$ cat src/rtl/alu_share_arbiter.sv
// alu_share_arbiter: shares one combinational ALU between two clients, one op every 3 cycles.
// Define ALU_ARB_RR_EN for round-robin on contention; otherwise client 0 has fixed priority.
module alu_share_arbiter #(
    parameter int N = 32
) (
    input  logic         clk,
    input  logic         rst,
    input  logic         req0_i,
    input  logic         req1_i,
    input  logic [N-1:0] a0_i,
    input  logic [N-1:0] b0_i,
    input  logic [3:0]   cmd0_i,
    input  logic [N-1:0] a1_i,
    input  logic [N-1:0] b1_i,
    input  logic [3:0]   cmd1_i,
    output logic [N-1:0] alu_a_o,
    output logic [N-1:0] alu_b_o,
    output logic [3:0]   alu_cmd_o,
    input  logic [N-1:0] alu_z_i,
    output logic [N-1:0] result_o,
    output logic         done0_o,
    output logic         done1_o,
    output logic         busy_o,
    output logic         grant_o
);
    typedef enum logic [1:0] {IDLE, EXEC, RESP} state_t;
    state_t       state_q, state_d;
    logic [N-1:0] alu_a_q, alu_a_d, alu_b_q, alu_b_d, result_q, result_d;
    logic [3:0]   alu_cmd_q, alu_cmd_d;
    logic         grant_q, grant_d, win, take;
    assign take = state_q == IDLE && (req0_i || req1_i);
`ifdef ALU_ARB_RR_EN
    logic last_q;
    assign win = (req0_i && req1_i) ? ~last_q : req1_i;
    always_ff @(posedge clk or posedge rst)
        if (rst) last_q <= 1'b1;
        else if (take) last_q <= win;
`else
    assign win = ~req0_i;
`endif
    always_comb begin
        state_d   = state_q;
        alu_a_d   = alu_a_q;
        alu_b_d   = alu_b_q;
        alu_cmd_d = alu_cmd_q;
        result_d  = result_q;
        grant_d   = grant_q;
        if (take) begin
            state_d   = EXEC;
            alu_a_d   = win ? a1_i : a0_i;
            alu_b_d   = win ? b1_i : b0_i;
            alu_cmd_d = win ? cmd1_i : cmd0_i;
            grant_d   = win;
        end else if (state_q == EXEC) begin
            state_d  = RESP;
            result_d = alu_z_i;
        end else if (state_q == RESP) begin
            state_d = IDLE;
        end
    end
    always_ff @(posedge clk or posedge rst)
        if (rst) begin
            state_q   <= IDLE;
            alu_a_q   <= '0;
            alu_b_q   <= '0;
            alu_cmd_q <= '0;
            result_q  <= '0;
            grant_q   <= 1'b0;
        end else begin
            state_q   <= state_d;
            alu_a_q   <= alu_a_d;
            alu_b_q   <= alu_b_d;
            alu_cmd_q <= alu_cmd_d;
            result_q  <= result_d;
            grant_q   <= grant_d;
        end
    assign alu_a_o   = alu_a_q;
    assign alu_b_o   = alu_b_q;
    assign alu_cmd_o = alu_cmd_q;
    assign result_o  = result_q;
    assign grant_o   = grant_q;
    assign busy_o    = state_q != IDLE;
    assign done0_o   = state_q == RESP && !grant_q;
    assign done1_o   = state_q == RESP && grant_q;
endmodule

$ cat config.mk
export PLATFORM = sky130hd
export DESIGN_NAME = alu_share_arbiter
export DESIGN_NICKNAME = d
export VERILOG_FILES = /design/src/rtl/alu_share_arbiter.sv
export SDC_FILE = /design/constraint.sdc
export NUM_CORES = 1
export LEC_CHECK = 0
export BUFFER_PORTS_ARGS = -buffer_cell sky130_fd_sc_hd__buf_2
export CORE_MARGIN = 2
export CORE_UTILIZATION = 45
export CTS_BUF_LIST = sky130_fd_sc_hd__clkbuf_2
export DETAILED_ROUTE_END_ITERATION = 8
export PLACE_DENSITY = 0.91
export SLEW_MARGIN = 15
export SYNTH_ARGS = -nofsm -noshare
export SYNTH_HDL_FRONTEND = slang
export SYNTH_SLANG_ARGS = --single-unit
$ cat constraint.sdc
create_clock -name clk -period 3.2 [get_ports clk]
set_input_delay 0.16 -clock clk [delete_from_list [all_inputs] [get_ports clk]]
set_output_delay 0.16 -clock clk [all_outputs]
set_load 0.005 [all_outputs]
==> results of run 1 <==
[cell families after synthesis]
family	Yosys count	share of synthesized area [%]
buffers and inverters	23	3.32
multiplexers	168	40.9
flip-flops	103	54.7
AO/OA/AOI/OAI	4	0.531
AND/OR/NAND/NOR	4	0.558
[through the flow]
stage	hold slack, ns	cell area (sq um)
floorplan	0.295	4710
global placement	0.376	6160
detailed placement	0.387	6160
==> metrics.cfg, run 1 <==
[yosys]
yosys_register_bits=103
synth_edf_count=0
synth.yosys.seq_area_share_pct=54.7
synth_warnings=0
netlist.area_leader.share_pct=54.7
synth_common_cells=mux2_2 (157), dfrtp_1 (103), mux2_4 (9)
synth_fp_nets=474
async_flop_share_pct=100
synth_cell_type_count=17
synth_most_common_cell=mux2_2
syn_inst=302
syn_area_sq_mm=0.00471
yosys_most_used_dff=dfrtp_1
yosys-top-cells-area=dfrtp_1 (55%), mux2_2 (38%), mux2_4 (2.9%)
synth.largest_area_cell=dfrtp_1
syn_avg_cell_area_sq_um=15.6

[place]
numPortBuffers=275
dp_hpwl_um=8510
pre_cts_ws_ns=1.13
place_inst=696
globalplace.congestion=0.746

[status]
flow.stopped_at=4_1_cts
stop_error=[ERROR RSZ-0060] Max buffer count reached.
status=aborted with a tool error

[clock_network]
cts-root-buf=clkbuf_2
cts_buffers=9
cts-hold-fix-buffers=143
cts_resized=0
h-tree-depth=3
clk_path_buf_depth=2
postCtsSetupBuffers=0
cts.sinks=103

[floorplanning]
die_w_um=106
io_pins=276
num_rows=37
die_h_um=106
start_util_pct=46.0

==> run 2: changes to the inputs <==
Settings changed: CORE_UTILIZATION 45 to 35, CTS_BUF_LIST sky130_fd_sc_hd__clkbuf_2 to not set, PLACE_DENSITY 0.91 to not set, PLACE_DENSITY_LB_ADDON set to 0.15.
==> run 2 against run 1 <==
Net effect: the flow now finishes without violations; synthesized cell count unchanged; area after synthesis unchanged.
==> metrics.cfg, run 2 <==
[cells_and_area]
seq_area_sq_mm=0.00258
mostFrequentLayoutCells=buf_2 (275), mux2_2 (157), dfrtp_1 (103), mux2_4 (9), clkbuf_16 (9)
fillCellCount=1186
mostFrequentLayoutCell=buf_2
postLayoutCellArea_sq_mm=0.00652
drive_gt1_share_pct=80.1
area_growth_pct=38.5
nNetsFinal=745
insertedDiodeCount=0
multi_input_area_sq_mm=0.00199

[place]
placed_area_sq_mm=0.00622  ; +0.93%
dp_hpwl_um=8480  ; -0.38%
numPortBuffers=275  ; unchanged
globalplace.congestion=0.754  ; +1.1%

[yosys]
yosys-top-cells-area=dfrtp_1 (55%), mux2_2 (38%), mux2_4 (2.9%)
async_flop_share_pct=100  ; unchanged
synth.largest_area_cell=dfrtp_1
syn_avg_cell_area_sq_um=15.6  ; unchanged
yosys_most_used_dff=dfrtp_1
synth.yosys.seq_area_share_pct=54.7  ; unchanged
yosys_register_bits=103  ; unchanged
netlist.area_leader.share_pct=54.7  ; unchanged
synth_cell_type_count=17  ; unchanged
synth_fp_nets=474  ; unchanged
syn_inst=302  ; unchanged
synth_warnings=0  ; unchanged
synth_most_common_cell=mux2_2
synth_common_cells=mux2_2 (157), dfrtp_1 (103), mux2_4 (9)
syn_area_sq_mm=0.00471  ; unchanged
synth_edf_count=0  ; unchanged

[clock_network]
cts.sinks=103  ; unchanged
cts_buffers=9  ; unchanged
cts-root-buf=clkbuf_16
path_clk_slew_ns=0.06
h-tree-depth=3  ; unchanged
clk_path_buf_depth=2  ; unchanged
insertion_delay_ns=0.35
postCtsSetupBuffers=0  ; unchanged
cts_tree=done

[critical_path]
cp-start-kind=flip-flop
rr_startpoint=state_q[0]
arrival_ns=2.30
endpoint_kind=flip-flop
reg2reg_to=alu_cmd_o[2]
crit_fanout=40
ff2ff_setup_slack_ns=1.12
rr_worst_depth=4
crit_required_ns=3.43
crit_type=flip-flop to flip-flop

[power_and_ir_drop]
p_per_area_mw_per_mm2=876
ir_drop_mv=0.408
leakage_nw=3.19

[floorplanning]
num_rows=42  ; +14%
die_h_um=120  ; +13%
io_pins=276  ; unchanged
die_area_sq_mm=0.0144
start_util_pct=35.7  ; -10 points
core_sq_mm=0.0132
die_w_um=120  ; +13%

[timing]
worst_slew_pin_slew_ns=0.866
fmax_mhz=482
hold_viol=0
fin_crit_ns=2.08
fin_crit_sh_pct=64.9
fin_skew_ns=0.00879
setup_tns_ns=0
setup_viol=0
max_slew_margin_pct=42.3
rsz0062_at_grt=no
final_max_slew_viol_count=0

[route]
num_vias=3441
routed_wl_um=11200
vias_per_cell=4.56
drc=0
drtAntennaViolNets=0
drt_iter0_drc=71
drtPass1Iterations=3
post_drt_wl_per_cell_um=14.9

[worst_hold_path]
hold-path-endpoint=result_o[17]
worstHoldStart=alu_z_i[17]
hold_depth=2
hold_path_class=input port to flip-flop

[status]
status=completed

[run]
cap_violations=0

[global_routing]
grt_pass1_vias=3447
grt_start_max_net_pins=70
grt_overflow=0
grt_usage_pct=15.7
grt_antenna_before_repair=0
grt_pass1_wl_um=17400

[run 2: cell counts after synthesis]
Identical to the previous run, type by type.
[run 2: routing by layer]
layer  global-route usage [%]  vias up  wire length [um]
li1                         -     1625                 -
met1                     17.4     1625              4360
met2                     27.2      173              5480
met3                     5.13       18              1120
met4                     7.43        0               292
met5                        0        -                 0
[run 2: where the power goes]
group	switching (mW)	total, mW	internal (mW)
sequential	0.335	2.32	1.98
clock	0.467	1.09	0.625
combinational	0.908	2.31	1.40
[run 2: cell type report]
type	count	area share [%]
Clock inverter	4	0.691
Multi-Input combinational cell	176	30.5
Clock buffer	12	3.78
Inverter	2	0.153
Tap cell	176	3.38
Sequential cell	103	39.5
Timing Repair Buffer	281	22.0
[run 2: cell families after synthesis]
group / share of synthesized area [%]
mux: 40.9
flops: 54.7
buf+inv: 3.32
compound gates: 0.531
simple gates: 0.558
[run 2: worst max-delay path by stage]
stage                           from            to  cells past startpoint
after detailed placement  state_q[0]    alu_a_o[0]                      4
after floorplan                  rst    alu_a_o[0]                      1
after global routing      state_q[0]  alu_cmd_o[2]                      4
after global placement    state_q[0]   alu_a_o[31]                      4
final                     state_q[0]  alu_cmd_o[2]                      4
after CTS                 state_q[0]    alu_a_o[0]                      4
[run 2: stage by stage]
stage / power, mW / util (%) / setup WS (ns) / std cells / hold slack [ns]
2_1_floorplan: 3.71 / - / 0.336 / 302 / 0.295
3_3_place_gp: 4.64 / 47.2 / 1.16 / 737 / 0.272
3_5_place_dp: 4.69 / 47.2 / 1.09 / 737 / 0.264
4_1_cts: 5.82 / 49.4 / 1.07 / 754 / 0.0161
5_1_grt: 6.11 / 49.4 / 0.973 / 754 / 0.0310
6_report: 5.72 / 49.4 / 1.12 / 754 / 0.0329
[run 2: timing repair]
| item | CTS | global route |
|---|---|---|
| endpoints found under the setup margin | 0 | 0 |
| gates resized for setup | 0 | 0 |
| hold endpoints to repair | 45 | 0 |
| hold buffers | 1 | 0 |
[run 2: critical path, cell delays in order (launching register included)]
cell and delay, ns:
dfrtp_1 0.43, nor2_1 0.26, o21a_4 0.54, buf_4 0.37, mux2_2 0.37
Note: power is estimated with default switching activity, not from simulation.
